### config.mk
export PLATFORM = sky130hd
export DESIGN_NAME = irq_trap_arbiter
export DESIGN_NICKNAME = d
export VERILOG_FILES = /design/src/rtl/irq_trap_arbiter.sv
export SDC_FILE = /design/constraint.sdc
export NUM_CORES = 1
export LEC_CHECK = 0
export ABC_AREA = 1
export CAP_MARGIN = 5
export CORE_MARGIN = 5
export CORE_UTILIZATION = 25
export CTS_BUF_LIST = sky130_fd_sc_hd__clkbuf_4 sky130_fd_sc_hd__clkbuf_8 sky130_fd_sc_hd__clkbuf_16
export CTS_CLUSTER_SIZE = 28
export DETAILED_ROUTE_END_ITERATION = 12
export MAX_ROUTING_LAYER = met4
export PLACE_DENSITY = 0.51
export SLEW_MARGIN = 25
export SYNTH_ARGS = -nofsm -noshare
export SYNTH_HDL_FRONTEND = slang
export SYNTH_SLANG_ARGS = --single-unit
### constraint.sdc
create_clock -name clk -period 5.47 [get_ports clk]
set_input_delay 0.8205 -clock clk [delete_from_list [all_inputs] [get_ports clk]]
set_output_delay 0.8205 -clock clk [all_outputs]
set_load 0.05 [all_outputs]
### src/rtl/irq_trap_arbiter.sv
`default_nettype none
// ============================================================================
// Module   : irq_trap_arbiter
// Purpose  : Interrupt front-end beside the CSR file. It owns mie, mip and
//            mideleg and the sie/sip views onto them. It synchronises the
//            external interrupt lines and picks the winning cause. The winner
//            is offered to commit over a valid/ready handshake.
// Ports    : clk, rstn (async, active-low)
//            irq_ext_i[NUM_SRC]  async level lines (bits 3/7/11 ignored)
//            msip_i, timer_irq_i machine software / timer levels
//            priv_i, mstatus_mie_i, mstatus_sie_i  current privilege/enables
//            csr_we_i/csr_waddr_i/csr_wdata_i       CSR write port
//            csr_raddr_i/csr_rdata_o                combinational CSR read
//            irq_valid_o/irq_cause_o/irq_to_s_o/irq_ready_i  offer handshake
// Config   : define TRAP_TIMER_EN to add the internal mtime/mtimecmp timer
//            (0x7C0/0x7C1). Without it, MTIP comes straight from timer_irq_i.
// Revision : 1.0 - initial release
// ============================================================================
module irq_trap_arbiter #(
  parameter int              XLEN        = 64,
  parameter int              NUM_SRC     = 16,
  parameter int              SYNC_STAGES = 2,
  parameter logic [XLEN-1:0] SW_IP_MASK  = 'h222
) (
  input  logic               clk,
  input  logic               rstn,
  input  logic [NUM_SRC-1:0] irq_ext_i,
  input  logic               msip_i,
  input  logic               timer_irq_i,
  input  logic [1:0]         priv_i,
  input  logic               mstatus_mie_i,
  input  logic               mstatus_sie_i,
  input  logic               csr_we_i,
  input  logic [11:0]        csr_waddr_i,
  input  logic [XLEN-1:0]    csr_wdata_i,
  input  logic [11:0]        csr_raddr_i,
  output logic [XLEN-1:0]    csr_rdata_o,
  output logic               irq_valid_o,
  output logic [XLEN-1:0]    irq_cause_o,
  output logic               irq_to_s_o,
  input  logic               irq_ready_i
);

  localparam logic [11:0] c_addr_mideleg  = 12'h303;
  localparam logic [11:0] c_addr_mie      = 12'h304;
  localparam logic [11:0] c_addr_mip      = 12'h344;
  localparam logic [11:0] c_addr_sie      = 12'h104;
  localparam logic [11:0] c_addr_sip      = 12'h144;
  localparam logic [11:0] c_addr_mtime    = 12'h7C0;
  localparam logic [11:0] c_addr_mtimecmp = 12'h7C1;
  localparam int          c_idx_w         = $clog2(NUM_SRC);

  // Bits 3, 7 and 11 are machine-internal sources; external lines there are dropped.
  localparam logic [NUM_SRC-1:0] c_ext_ign = NUM_SRC'(16'h0888);
  localparam logic [NUM_SRC-1:0] c_sw_mask = SW_IP_MASK[NUM_SRC-1:0];

  typedef enum logic [1:0] {
    ST_IDLE   = 2'd0,
    ST_OFFER  = 2'd1,
    ST_SETTLE = 2'd2
  } state_t;

  state_t               r_state;
  state_t               w_state_nxt;
  logic [NUM_SRC-1:0]   r_sync [SYNC_STAGES];
  logic [NUM_SRC-1:0]   r_mie;
  logic [NUM_SRC-1:0]   r_mideleg;
  logic [NUM_SRC-1:0]   r_sw_ip;
  logic [XLEN-1:0]      r_cause;
  logic                 r_to_s;
  logic [NUM_SRC-1:0]   w_wdata;
  logic [NUM_SRC-1:0]   w_sip_wmask;
  logic [NUM_SRC-1:0]   w_mip;
  logic [NUM_SRC-1:0]   w_m_elig;
  logic [NUM_SRC-1:0]   w_s_elig;
  logic [NUM_SRC-1:0]   w_pick_vec;
  logic [c_idx_w-1:0]   w_win_idx;
  logic                 w_m_en;
  logic                 w_s_en;
  logic                 w_any;
  logic                 w_mtip;
  logic                 w_unused;

  assign w_wdata     = csr_wdata_i[NUM_SRC-1:0];
  assign w_sip_wmask = c_sw_mask & r_mideleg;

  // --------------------------------------------------------------------------
  // External line synchronisers
  // --------------------------------------------------------------------------
  always_ff @(posedge clk or negedge rstn) begin
    if (!rstn) begin
      for (int i = 0; i < SYNC_STAGES; i++) r_sync[i] <= '0;
    end else begin
      r_sync[0] <= irq_ext_i;
      for (int i = 1; i < SYNC_STAGES; i++) r_sync[i] <= r_sync[i-1];
    end
  end

  // --------------------------------------------------------------------------
  // Machine timer source
  // --------------------------------------------------------------------------
`ifdef TRAP_TIMER_EN
  logic [63:0] r_mtime;
  logic [63:0] r_mtimecmp;
  logic [63:0] w_wdata64;

  assign w_wdata64 = 64'(csr_wdata_i);

  always_ff @(posedge clk or negedge rstn) begin
    if (!rstn) begin
      r_mtime    <= '0;
      r_mtimecmp <= '1;
    end else begin
      // A software write to mtime takes precedence over the free-running increment.
      if (csr_we_i && csr_waddr_i == c_addr_mtime) r_mtime <= w_wdata64;
      else                                         r_mtime <= r_mtime + 64'd1;
      if (csr_we_i && csr_waddr_i == c_addr_mtimecmp) r_mtimecmp <= w_wdata64;
    end
  end

  assign w_mtip   = (r_mtime >= r_mtimecmp);
  assign w_unused = ^{csr_wdata_i, timer_irq_i};
`else
  assign w_mtip   = timer_irq_i;
  assign w_unused = ^csr_wdata_i;
`endif

  assign w_mip = (r_sync[SYNC_STAGES-1] & ~c_ext_ign)
               | (NUM_SRC'(w_mtip) << 7)
               | (NUM_SRC'(msip_i) << 3)
               | r_sw_ip;

  // --------------------------------------------------------------------------
  // CSR write port
  // --------------------------------------------------------------------------
  always_ff @(posedge clk or negedge rstn) begin
    if (!rstn) begin
      r_mie     <= '0;
      r_mideleg <= '0;
      r_sw_ip   <= '0;
    end else if (csr_we_i) begin
      case (csr_waddr_i)
        c_addr_mideleg: r_mideleg <= w_wdata;
        c_addr_mie:     r_mie     <= w_wdata;
        c_addr_mip:     r_sw_ip   <= (r_sw_ip & ~c_sw_mask) | (w_wdata & c_sw_mask);
        // The S views only reach bits that have been delegated.
        c_addr_sie:     r_mie     <= (r_mie & ~r_mideleg) | (w_wdata & r_mideleg);
        c_addr_sip:     r_sw_ip   <= (r_sw_ip & ~w_sip_wmask) | (w_wdata & w_sip_wmask);
        default:        ;
      endcase
    end
  end

  // --------------------------------------------------------------------------
  // CSR read port
  // --------------------------------------------------------------------------
  always_comb begin
    csr_rdata_o = '0;
    case (csr_raddr_i)
      c_addr_mideleg:  csr_rdata_o = XLEN'(r_mideleg);
      c_addr_mie:      csr_rdata_o = XLEN'(r_mie);
      c_addr_mip:      csr_rdata_o = XLEN'(w_mip);
      c_addr_sie:      csr_rdata_o = XLEN'(r_mie & r_mideleg);
      c_addr_sip:      csr_rdata_o = XLEN'(w_mip & r_mideleg);
`ifdef TRAP_TIMER_EN
      c_addr_mtime:    csr_rdata_o = XLEN'(r_mtime);
      c_addr_mtimecmp: csr_rdata_o = XLEN'(r_mtimecmp);
`endif
      default:         csr_rdata_o = '0;
    endcase
  end

  // --------------------------------------------------------------------------
  // Eligibility and priority
  // --------------------------------------------------------------------------
  assign w_m_en     = (priv_i != 2'd3) || mstatus_mie_i;
  assign w_s_en     = (priv_i == 2'd0) || (priv_i == 2'd1 && mstatus_sie_i);
  assign w_m_elig   = r_mie & w_mip & ~r_mideleg & {NUM_SRC{w_m_en}};
  assign w_s_elig   = r_mie & w_mip &  r_mideleg & {NUM_SRC{w_s_en}};
  // Any M-level candidate shadows every S-level one.
  assign w_pick_vec = (|w_m_elig) ? w_m_elig : w_s_elig;
  assign w_any      = |w_pick_vec;

  always_comb begin
    w_win_idx = '0;
    // Descending scan so the lowest pending index is the last assignment.
    for (int i = NUM_SRC - 1; i >= 0; i--) begin
      if (w_pick_vec[i]) w_win_idx = c_idx_w'(i);
    end
    // Fixed-order causes override, weakest first so the strongest lands last.
    if (w_pick_vec[5])  w_win_idx = c_idx_w'(5);
    if (w_pick_vec[1])  w_win_idx = c_idx_w'(1);
    if (w_pick_vec[9])  w_win_idx = c_idx_w'(9);
    if (w_pick_vec[7])  w_win_idx = c_idx_w'(7);
    if (w_pick_vec[3])  w_win_idx = c_idx_w'(3);
    if (w_pick_vec[11]) w_win_idx = c_idx_w'(11);
  end

  // --------------------------------------------------------------------------
  // Offer FSM
  // --------------------------------------------------------------------------
  always_ff @(posedge clk or negedge rstn) begin
    if (!rstn) r_state <= ST_IDLE;
    else       r_state <= w_state_nxt;
  end

  always_comb begin
    w_state_nxt = r_state;
    case (r_state)
      ST_IDLE:   if (w_any) w_state_nxt = ST_OFFER;
      // Once offered, the cause is never withdrawn; only acceptance moves on.
      ST_OFFER:  if (irq_ready_i) w_state_nxt = ST_SETTLE;
      ST_SETTLE: w_state_nxt = ST_IDLE;
      default:   w_state_nxt = ST_IDLE;
    endcase
  end

  // Cause and target are captured only when leaving IDLE, so they stay frozen
  // through OFFER and SETTLE regardless of what the sources do.
  always_ff @(posedge clk or negedge rstn) begin
    if (!rstn) begin
      r_cause <= '0;
      r_to_s  <= 1'b0;
    end else if (r_state == ST_IDLE && w_any) begin
      r_cause <= {1'b1, (XLEN-1)'(w_win_idx)};
      r_to_s  <= ~(|w_m_elig);
    end
  end

  assign irq_valid_o = (r_state == ST_OFFER);
  assign irq_cause_o = r_cause;
  assign irq_to_s_o  = r_to_s;

endmodule
`default_nettype wire

==> results.md <==
- The flow ran to the end, and the final reports show no timing, DRC or antenna violations.
- The share of final-layout standard cells stronger than drive strength 1 is 11.4%.
- The standard cell area after detailed placement is 5340 µm².
- The first routing iteration left 156 violations.
- The number of instances in the synthesized netlist is 583.
- Of all flip-flops after synthesis, the portion carrying an async set or reset was 100%.
- The worst setup path is launched from an input port.
- The repair_antennas step left the layout with diodes totalling 0.
- The setup path with the least slack is of type input port to primary output.
- Routability-driven placement finished with a final weighted congestion of 0.840.
- The total overflow reported by the global router is 0.
- The post-synthesis to final-layout area growth is 22.7%.
- The max-slew violation total from the final report was 0.
- In the routed design, unresolved DRC markers number 0.
- The initial utilization of the core area, before any placement, comes to 25.6%.
- The worst path in the final design needs a cycle of 4.26 ns, including I/O delays and setup.
- In this run the vertical extent of the chip is 146 µm.
- Across the run, the number of max-cap violations was 0.
- The number of antenna violations at the first check in global routing is 0.
- The number of global-route vias before repair is 3,579.
- Using the TritonRoute via totals, the vias-per-cell ratio works out to 4.10.
- The number of hold violations in the final report is 0.
- The number of buffers created by CTS is 9.
- Summed over all layers, the routed wires come to 11,800 µm.
- The power per cell area is ~280 nW/µm².
- The tightest min-delay check is of the flip-flop to flip-flop type.
- Clock-pin slew was measured on the worst setup and hold paths at 0.05 ns.
- The cell with the biggest individual delay on the critical path is sky130_fd_sc_hd__clkdlybuf4s50_1.
- During synthesis, Yosys emitted a total of 0 warnings.
- Pin placement for this block handled 244 I/O pins.
- The clock passes through at most 2 buffers.
- The peak supply drop is roughly 0.12 mV.
- Global routing consumed, over all layers together, 11.3% of the routing resources.
- The count of buffers inserted at the top-level ports is 85.
- The number of flops mapped to enable cells by yosys is 0.
- The clock latency at the later pin of the worst-skew pair is ~0.34 ns.
- The register bit count reported by yosys is around 70.
- The type of destination of the critical path is a primary output.
- The relative max-transition margin is 45.7%.
- The detail route stage leaves a number of antenna-violating nets equal to 0.
- The row count is 49.
- For met1 alone, demand over resource in global routing was 14.6%.
- After layout, the worst path uses 77.9% of the clock period.
- The routed wire length per instance is 13.0 µm.
- The critical path goes through clkdlybuf4s50_1 -> inv_1 -> nor3_1 -> inv_1 -> nor4_1 -> nand4_1 -> buf_4 -> o21ai_0 -> clkdlybuf4s50_1.
- Post-CTS repair changed the size of 0 cells.
- Post-CTS timing repair inserted 0 buffers for setup.
- Before antenna repair, the detailed router went through 5 iterations.
- Setup repair after global routing left no endpoint under its margin.
- The die covers 21,300 µm².
- In this run the most used layer during global routing was met2.
- The transition time at the pin with the least slew margin is 0.814 ns.
- The met3 layer usage reported by global route is 2.20%.
- The maximum number of pins on one net before global-route repair is 37.
- Sequential elements use 37.3% of the synthesized area.
- On the worst path, the slowest cell contributes a delay of ~0.87 ns.
- The leading register cell type out of synthesis is sky130_fd_sc_hd__dfrtp_1.
- The CTS tree is done.
- Setup violations remaining at the end of the flow were counted as 0.
- The width of the chip is 146 µm.
- The worst clock skew is 0.00513 ns.
- For the worst setup path, the data required time is ~4.7 ns.
- Detailed routing inserted a total of between 3,000 and 4,000 vias.
- In this run the standard cell core region covers 18,100 µm².
- In this run the static leakage power is 2.83 nW.
- The mapped netlist covers 4630 µm².
- The global routing usage on met2 is 17.5%.
- STA puts the critical path data arrival time at 3.44 ns.
- The sink count of the clock tree is 69.
- The wire length of the first global-routing pass is around 19,000 µm.
- After routing, the total negative slack on setup checks comes to 0 ns.
- In this run the worst path has a maximum fanout of 16.
- The post-synthesis area per instance is 7.93 µm².
- The net count reported at finish is between 700 and 800.
- The tree is rooted in a sky130_fd_sc_hd__clkbuf_16.
- Yosys mapped the design onto 32 distinct sky130hd cell types.
- The clock tree synthesis step divided the H-tree into 3 levels.
- The peak clock frequency supported by timing is 235 MHz.
- Summed over all nets, the half-perimeter wirelength after detailed placement is approximately 9100 µm.
- The final design instance area without fill is between 5000 and 6000 µm².
- For this design, the CTS-stage hold fixing added 0 buffers.
[cells by family after synthesis]
logic type | after synthesis | synth area share (%)
DFF | 69 | 37.3
other | 1 | 0.0811
buffers and inverters | 192 | 24.5
muxes | 20 | 4.76
AOI/OAI and AO/OA | 83 | 12.2
and+or+nand+nor | 218 | 21.2
[metal layers]
metal	up-vias	part of all wire, %
li1	1872	-
met1	1713	48
met2	134	44
met3	18	5.9
met4	0	1.7
met5	-	0
[through the flow]
stage,setup slack [ns],instances,hold WS [ns],total power [mW],utilization (%)
CTS,1.13,911,0.349,1.64,31.4
global placement,1.10,895,0.332,0.975,29.5
floorplan,1.65,689,0.331,0.920,-
finish,1.21,911,0.345,1.61,31.4
detailed placement,1.15,895,0.336,0.977,29.5
global route,0.882,911,0.353,1.68,31.4
[worst max-delay path: cells and delay by family]
family	cells	cell delay (ns)
AOI/OAI and AO/OA	1	0.21
buffers and inverters	5	1.68
and+or+nand+nor	3	0.71
[area by class of cell]
type,instances,area [µm²]
clock inverters,5,82.6
flip-flops and latches,69,1730
fillers,1913,12400
clock buffers,11,253
multi-input cells,428,2170
inverters,74,278
well taps,229,287
repair buffers,95,883
[power by group]
part	switching (mW)	internal, mW	leakage [nW]
registers	0.0138	0.539	0.809
logic	0.315	0.0971	1.87
clock network	0.223	0.423	0.154
[synthesized netlist by cell type (4+ instances only)]
cell	instances	area [µm²]
sky130_fd_sc_hd__buf_4	107	803
sky130_fd_sc_hd__clkbuf_1	9	33.8
sky130_fd_sc_hd__dfrtp_1	69	1730
sky130_fd_sc_hd__inv_1	72	270
sky130_fd_sc_hd__mux2_2	16	180
sky130_fd_sc_hd__mux2i_1	4	40.0
sky130_fd_sc_hd__nand2_1	115	432
sky130_fd_sc_hd__nand2_4	4	45.0
sky130_fd_sc_hd__nand3_1	20	100
sky130_fd_sc_hd__nand4_1	6	37.5
sky130_fd_sc_hd__nor2_1	46	173
sky130_fd_sc_hd__nor3_1	6	30.0
sky130_fd_sc_hd__nor3b_1	8	60.1
sky130_fd_sc_hd__o21ai_0	37	185
sky130_fd_sc_hd__o21ai_1	8	40.0
sky130_fd_sc_hd__o221ai_1	29	254
[cells in the final DEF, fill, tap and decap left out, types with 3 or more instances in the layout]
master                            netlist  routed
sky130_fd_sc_hd__nand2_1              115     115
sky130_fd_sc_hd__nor3_1                 6       6
sky130_fd_sc_hd__mux2i_1                4       4
sky130_fd_sc_hd__clkinvlp_4             0       3
sky130_fd_sc_hd__a21oi_1                3       3
sky130_fd_sc_hd__nor3b_1                8       8
sky130_fd_sc_hd__o21ai_0               37      37
sky130_fd_sc_hd__o221ai_1              29      29
sky130_fd_sc_hd__mux2_2                16      16
sky130_fd_sc_hd__nor2_1                46      46
sky130_fd_sc_hd__dfrtp_1               69      69
sky130_fd_sc_hd__nand3_1               20      20
sky130_fd_sc_hd__clkbuf_16              0       9
sky130_fd_sc_hd__nor4_1                 3       3
sky130_fd_sc_hd__inv_1                 72      72
sky130_fd_sc_hd__clkdlybuf4s50_1        0      69
sky130_fd_sc_hd__nand2_4                4       4
sky130_fd_sc_hd__o21ai_1                8       8
sky130_fd_sc_hd__nand4_1                6       6
sky130_fd_sc_hd__nor2_4                 3       3
sky130_fd_sc_hd__buf_4                107      25
sky130_fd_sc_hd__conb_1                 1     107
[worst paths after layout]
check,to,slack (ns),from,cells past startpoint
max,csr_rdata_o[11],1.21,csr_raddr_i[8],9
min,r_sync[4],0.34,r_sync[20],0
max reg2reg,irq_cause_o[0],3.27,flip-flop,14
min reg2reg,r_sync[4],0.34,r_sync[20],0
max in group asynchronous,async pin,3.94,rstn,2
min in group asynchronous,r_sync[18],0.57,rstn,1
No activity file was read; power rests on OpenSTA's default activity.
